`src/rtl/conv_requant_pipe.sv`:
```
// Per-channel requantiser: bias add, fixed-point scale, round, shift, saturate/ReLU.
// Three register stages advance together under a single enable driven by the output handshake.
module conv_requant_pipe #(
  parameter int DATA_WIDTH  = 32,
  parameter int BIAS_WIDTH  = 32,
  parameter int SCALE_WIDTH = 16,
  parameter int SHIFT       = 8,
  parameter int OUT_WIDTH   = 8,
  parameter int NUM_CH      = 16,
  localparam int CH_W       = (NUM_CH > 1) ? $clog2(NUM_CH) : 1
) (
  input  logic                   clk,
  input  logic                   rst_n,
  input  logic                   cfg_we,
  input  logic [CH_W-1:0]        cfg_addr,
  input  logic [BIAS_WIDTH-1:0]  cfg_bias,
  input  logic [SCALE_WIDTH-1:0] cfg_scale,
  input  logic                   relu_en,
  input  logic                   ch_clr,
  input  logic                   in_valid,
  output logic                   in_ready,
  input  logic [DATA_WIDTH-1:0]  sum_in,
  output logic                   out_valid,
  input  logic                   out_ready,
  output logic [OUT_WIDTH-1:0]   data_out,
  output logic [CH_W-1:0]        out_ch
);

  localparam int BW = ((DATA_WIDTH > BIAS_WIDTH) ? DATA_WIDTH : BIAS_WIDTH) + 1;
  localparam int PW = BW + SCALE_WIDTH;
  localparam logic signed [PW-1:0] MAX_V = PW'((2 ** (OUT_WIDTH - 1)) - 1);
  localparam logic signed [PW-1:0] MIN_V = ~MAX_V;
  localparam logic signed [PW-1:0] RND_V = PW'(1) << (SHIFT - 1);

  logic [BIAS_WIDTH-1:0]  r_bias  [NUM_CH];
  logic [SCALE_WIDTH-1:0] r_scale [NUM_CH];

  logic                   w_en;
  logic                   w_acc;
  logic [CH_W-1:0]        w_ch;
  logic [CH_W-1:0]        r_cnt;
  logic [BIAS_WIDTH-1:0]  w_bias_rd;
  logic [SCALE_WIDTH-1:0] w_scale_rd;
  logic signed [BW-1:0]   w_b;
  logic signed [PW-1:0]   w_p;
  logic signed [PW-1:0]   w_rnd;
  logic signed [PW-1:0]   w_r;
  logic [OUT_WIDTH-1:0]   w_sat;

  logic                   r_s1_valid;
  logic signed [BW-1:0]   r_s1_b;
  logic [SCALE_WIDTH-1:0] r_s1_scale;
  logic [CH_W-1:0]        r_s1_ch;
  logic                   r_s1_relu;
  logic                   r_s2_valid;
  logic signed [PW-1:0]   r_s2_p;
  logic [CH_W-1:0]        r_s2_ch;
  logic                   r_s2_relu;
  logic                   r_out_valid;
  logic [OUT_WIDTH-1:0]   r_data_out;
  logic [CH_W-1:0]        r_out_ch;

  assign w_en     = ~r_out_valid | out_ready;
  assign in_ready = w_en;
  assign w_acc    = in_valid & w_en;
  assign w_ch     = ch_clr ? '0 : r_cnt;

  // The table is read combinationally so a same-cycle write lands after the beat has taken the old entry.
  assign w_bias_rd  = r_bias[w_ch];
  assign w_scale_rd = r_scale[w_ch];

  always_ff @(posedge clk or negedge rst_n) begin
    if (!rst_n) begin
      for (int i = 0; i < NUM_CH; i++) begin
        r_bias[i]  <= '0;
        r_scale[i] <= SCALE_WIDTH'(1) << SHIFT;
      end
    end else if (cfg_we) begin
      for (int i = 0; i < NUM_CH; i++) begin
        if (cfg_addr == CH_W'(i)) begin
          r_bias[i]  <= cfg_bias;
          r_scale[i] <= cfg_scale;
        end
      end
    end
  end

  always_ff @(posedge clk or negedge rst_n) begin
    if (!rst_n) begin
      r_cnt <= '0;
    end else if (w_acc) begin
      r_cnt <= (w_ch == CH_W'(NUM_CH - 1)) ? '0 : w_ch + 1'b1;
    end
  end

  assign w_b = $signed({{(BW - DATA_WIDTH){sum_in[DATA_WIDTH-1]}}, sum_in})
             + $signed({{(BW - BIAS_WIDTH){w_bias_rd[BIAS_WIDTH-1]}}, w_bias_rd});

  assign w_p = $signed({{SCALE_WIDTH{r_s1_b[BW-1]}}, r_s1_b})
             * $signed({{BW{r_s1_scale[SCALE_WIDTH-1]}}, r_s1_scale});

  // Product magnitude stays below 2^(PW-2), so adding the rounding constant cannot wrap.
  assign w_rnd = r_s2_p + RND_V;
  assign w_r   = w_rnd >>> SHIFT;

  always_comb begin
    w_sat = w_r[OUT_WIDTH-1:0];
    if (w_r > MAX_V) begin
      w_sat = MAX_V[OUT_WIDTH-1:0];
    end else if (r_s2_relu && w_r[PW-1]) begin
      w_sat = '0;
    end else if (!r_s2_relu && (w_r < MIN_V)) begin
      w_sat = MIN_V[OUT_WIDTH-1:0];
    end
  end

  always_ff @(posedge clk or negedge rst_n) begin
    if (!rst_n) begin
      r_s1_valid  <= 1'b0;
      r_s1_b      <= '0;
      r_s1_scale  <= '0;
      r_s1_ch     <= '0;
      r_s1_relu   <= 1'b0;
      r_s2_valid  <= 1'b0;
      r_s2_p      <= '0;
      r_s2_ch     <= '0;
      r_s2_relu   <= 1'b0;
      r_out_valid <= 1'b0;
      r_data_out  <= '0;
      r_out_ch    <= '0;
    end else if (w_en) begin
      r_s1_valid  <= in_valid;
      r_s1_b      <= w_b;
      r_s1_scale  <= w_scale_rd;
      r_s1_ch     <= w_ch;
      r_s1_relu   <= relu_en;
      r_s2_valid  <= r_s1_valid;
      r_s2_p      <= w_p;
      r_s2_ch     <= r_s1_ch;
      r_s2_relu   <= r_s1_relu;
      r_out_valid <= r_s2_valid;
      r_data_out  <= w_sat;
      r_out_ch    <= r_s2_ch;
    end
  end

  assign out_valid = r_out_valid;
  assign data_out  = r_data_out;
  assign out_ch    = r_out_ch;

endmodule

```
`config.mk`:
```
export PLATFORM = sky130hd
export DESIGN_NAME = conv_requant_pipe
export DESIGN_NICKNAME = d
export VERILOG_FILES = /design/src/rtl/conv_requant_pipe.sv
export SDC_FILE = /design/constraint.sdc
export NUM_CORES = 2
export LEC_CHECK = 0
export BUFFER_PORTS_ARGS = -buffer_cell sky130_fd_sc_hd__buf_2
export CAP_MARGIN = 30
export CORE_AREA = 5 5 370 372
export CTS_CLUSTER_DIAMETER = 150
export DETAILED_ROUTE_END_ITERATION = 8
export DIE_AREA = 0 0 375 377
export PLACE_DENSITY_LB_ADDON = 0.2
export SLEW_MARGIN = 10
export SYNTH_ARGS = -nofsm -noshare
export SYNTH_HDL_FRONTEND = slang
export SYNTH_SLANG_ARGS = --single-unit
```
`constraint.sdc`:
```
create_clock -name clk -period 7.35 [get_ports clk]
set_input_delay 0 -clock clk [delete_from_list [all_inputs] [get_ports clk]]
set_output_delay 0 -clock clk [all_outputs]
set_load 0.1 [all_outputs]
```
# Word level (Yosys, flattened, before mapping)
# Index checks and enable logic that the tools add are counted.
# Widths: inputs -> output; s select.
dict set report totals {
  out_inout_bits 14
  ff_bits 895
  inputBits 91
}
dict set report classes {
  eq_ne 16
  n_reduce_logical 20
  order_cmp 3
  add_sub_neg 3
  bitwise_logic 4
  n_mux 11
  n_mul 1
}
# operator n
set op_table {}
lappend op_table {{$bmux 32 s4} 1}
lappend op_table {{$bmux 16 s4} 1}
lappend op_table {{$mux 32} 2}
lappend op_table {{$add 49x9->49 const B} 1}
lappend op_table {{$mul 33x16->49} 1}
lappend op_table {{$gt 41x8->1 const B} 1}
lappend op_table {{$lt 41x8->1 const B} 1}
lappend op_table {{$eq 4x4->1 const B} 9}
lappend op_table {{$add 32x32->33} 1}
lappend op_table {{$mux 16} 2}
lappend op_table {{$reduce_and 2->1} 16}
lappend op_table {{$mux 8} 3}
lappend op_table {{$eq 4x3->1 const B} 4}
lappend op_table {{$eq 4x2->1 const B} 2}
lappend op_table {{$mux 4} 2}
lappend op_table {{$ge 5x5->1 const B} 1}
lappend op_table {{$not 4->5} 1}
lappend op_table {{$add 4x1->4 const B} 1}
lappend op_table {{$eq 4x1->1 const B} 1}
lappend op_table {{$logic_not 4->1} 1}
lappend op_table {{$logic_and 1x1->1} 2}
lappend op_table {{$and 1x1->1} 1}
lappend op_table {{$logic_not 1->1} 1}
lappend op_table {{$not 1->1} 1}
lappend op_table {{$or 1x1->1} 1}

# Logic depth before layout (Yosys ltp)
dict set report depth {
  word_depth 6
  mapped_depth 26
  depth_no_buf 24
}

# Least setup slack after synthesis
# OpenSTA, ideal clock, no wires.
dict set report synth_timing {
  path_kind {register to register}
  startpoint {register r_s1_scale[9]}
  endpoint {register r_s2_p[42]}
  period_less_slack_ns 6.549
  setup_slack_ns 0.801
  stages_incl_launch_ff 26
  t_arrival_ns 6.420
  cell_sequence {dfrtp_1 > clkbuf_1 > clkbuf_1 > nand2_1 > fa_1 > inv_1 > fa_1 > inv_1 > fa_1 > inv_1 > fa_1 > fa_1 > inv_1 > fa_1 > inv_1 > ha_1 > clkbuf_1 > and4_1 > nor3b_1 > nor4_1 > o21ai_0 > a211oi_1 > o21ai_1 > a31oi_1 > mux2i_1 > a2111o_1}
}
dict set report synth_between {
  elab_chain_len 1
}
# item line_no
set synth_lines {}
lappend synth_lines {{start, declared} 52} ;# logic [SCALE_WIDTH-1:0] r_s1_scale;
lappend synth_lines {{start signal, assigned} 134} ;# r_s1_scale <= w_scale_rd;
lappend synth_lines {{$mul 33x16->49} 100} ;# * $signed({{BW{r_s1_scale[SCALE_WIDTH-1]}}, r_s1_scale});
lappend synth_lines {{end signal, assigned} 138} ;# r_s2_p <= w_p;
lappend synth_lines {{end, declared} 56} ;# logic signed [PW-1:0] r_s2_p;
# No other way between the ends.
# A chain may end at the register's enable or synchronous reset.

# Worst setup path after layout
dict set report layout_timing {
  startpoint {register r_s1_b[14]}
  endpoint {register r_s2_p[42]}
}
dict set report layout_between {
  elab_chain_len 1
}
# item line_no
set layout_lines {}
lappend layout_lines {{start, declared} 51} ;# logic signed [BW-1:0] r_s1_b;
lappend layout_lines {{start signal, assigned} 133} ;# r_s1_b <= w_b;
lappend layout_lines {{$mul 33x16->49} 100}
# No other way between the ends.

==> reports/metrics.yaml <==
status: "completed"
drc: 0
clock_latency_ps: 690
min_period_ps: 6942
min_period_over_period_pct: 94.45
critPathMaxStageDelay_ps: 840
cp.required_ps: 7920
synth_edf_count: 0
cts_buffers: 96
grtUsageTotal_pct: 23.11
max_freq_mhz: 144.1
cpMostUsedCell: "fa_1"
maxCapViolCount: 0
grt_pass1_wl_um: 255800
yosysSeqAreaShare_pct: 37.41
hold_viol_final: 0
multiInputGateArea_um2: 33790
grt.overflow.total: 0
cts_resized: 0
clock-sinks: 888
layout_commonest_cell: "dfrtp_1"
mostFrequentLayoutCells: "dfrtp_1, mux2_2, inv_1"
ioPinCount: 105
fp.coreArea_um2: 133000
die_w_um: 375
synthToLayoutAreaGrowth_pct: 11.47
syn_nets: 6022
ff_latch_area_um2: 22250
synth_area_leaders: "dfrtp_1, fa_1, mux2_2, inv_1, mux2i_1"
wl_met3_um: 7023
wirelength_um: 162900
start_kind: "register"
fin_skew_ps: 12.95
final_antenna_net_count: 0
antenna_found_initial: 15
crit_path_cell_trace: "nand2_1 > fa_1 > inv_1 > fa_1 > fa_1 > fa_1 > fa_1 > inv_1 > fa_1 > inv_1 > ha_1 > nand2_1 > o21ai_0 > nor2_1 > nor4b_1 > a211oi_1 > buf_4 > o21ai_1 > a31oi_1 > mux2i_1 > a2111o_1"
via_per_inst: 5.560
htree_levels: 3
final-setup-viol-count: 0
nets: 6064
rsz0062_at_grt: "no"
fin_tns_setup_ps: 0
wl_met2_um: 80690
clkTransAtPathRegs_ps: 60
avgRoutedWirePerCell_um: 22.69
synth_cell_types: 73
fill_cells: 11899
path_max_fanout: 17
drt-pass1-iter-count: 5
relSlewSlack_pct: 24.99
m1WireLength_um: 71810
hold_class: "in -> reg"
drt-initial-drc-count: 2710
dp_hpwl_um: 108000
cts_root_buf: "clkbuf_16"
ys.flop_type: "dfrtp_1"
grt_max_degree: 184
place_ws_ps: 426.5
postCtsSetupRepairBufs: 0
worstSetupEndpointType: "register"
drive_gt1_share_pct: 23.19
crit_slowest_cell: "dfrtp_1"
syn_area_um2: 59460
ys_warn_count: 0
synth_top_area_share_pct: 36.70
worstMarginPinSlew_ps: 1125
critPathArrivalTime_ps: 7510
grt_pass1_vias: 42073
num_rows: 134
synthArstFlopShare_pct: 100.0
dieHeight_um: 377
criticalPathCategory: "reg -> reg"
setup_slack_ps: 408.0
synthCells: 5284
syn_avg_cell_area_um2: 11.25
place.gp.congestion: 0.8583
yosysTopAreaCell: "dfrtp_1"
slew_violations: 0
design.die.area_um2: 141400
ctsHoldBuffers: 94
vias: 39922
highest_layer: "met5"
start_util_pct: 44.72
cts_tree: "yes"
portBuffers: 104
ys_ff_latch: 888
cts_max_path_buffers: 3
flip-flops by register name, indices dropped and copies added (netlist names):
register and flops:
r_bias 512, r_scale 256, r_s2_p 42, r_s1_b 33
r_s1_scale 16, data_out 8, out_ch 4, r_cnt 4
r_s1_ch 4, r_s2_ch 4, out_valid 1, r_s1_relu 1
r_s1_valid 1, r_s2_relu 1, r_s2_valid 1
metrics by stage:
step / cells / area, um^2 / utilization, % / hold WS, ps
2_1_floorplan: 5284 / 59460 / - / -295.6
3_3_place_gp: 6898 / 62010 / 46.64 / 102.1
4_1_cts: 7172 / 66260 / 49.84 / 0.9299
6_report: 7180 / 66280 / 49.85 / 47.56
3_5_place_dp: 6902 / 62090 / 46.70 / 108.6
5_1_grt: 7175 / 66270 / 49.84 / 52.10
Yosys cell counts, drive strengths merged, types with 56 or more instances:
cell type	instances
a21oi	101
and2	219
buf	70
clkbuf	299
dfrtp	872
fa	500
ha	147
inv	584
mux2	771
mux2i	196
nand2	473
nor2	211
o21ai	90
o22ai	67
xnor2	56
cell families after synthesis:
| kind of cell | Yosys count | synth area share [%] |
|---|---|---|
| AO/OA/AOI/OAI | 593 | 6.898 |
| adder cells (fa/ha/maj) | 647 | 19.93 |
| XOR/XNOR | 88 | 1.296 |
| flip-flops | 888 | 37.41 |
| AND/OR/NAND/NOR | 1099 | 8.701 |
| multiplexers | 1015 | 19.72 |
| buffers and inverters | 954 | 6.054 |
worst paths after layout:
check	from	end	slack [ps]	cells after the start
max	r_s1_b[14]	r_s2_p[42]	410	21
max reg2reg	r_s1_b[14]	r_s2_p[42]	410	21
min in group asynchronous	rst_n	r_s1_scale[3]	390	3
min	sum_in[8]	r_s1_b[8]	50	5
max in group asynchronous	rst_n	r_bias[407]	5500	4
min reg2reg	r_s2_valid	r_s2_valid	460	2
worst max-delay path: cells and delay by family, from the launching register on:
kind	cells	cell delay (ps)
buf+inv	4	310
compound gates	5	1180
fa+ha+maj	7	3410
simple gates	4	900
mux	1	140
flops	1	840
routing by layer:
metal	vias to the layer above	track usage, %
li1	17864	-
met1	21014	31.52
met2	841	39.79
met3	195	2.551
met4	8	5.603
met5	-	0
layout make-up:
cell class / instances / share of cell area (%)
well taps: 1768 / 3.338
clock buffers: 147 / 4.370
diodes: 8 / 0.03020
multi-input cells: 3442 / 50.98
flip-flops and latches: 888 / 33.57
inverters: 585 / 3.317
repair buffers: 313 / 3.927
clock inverters: 29 / 0.4719
Power is not shown: default switching activity piles up to over one toggle a cycle in this logic, so the estimate is an artifact.
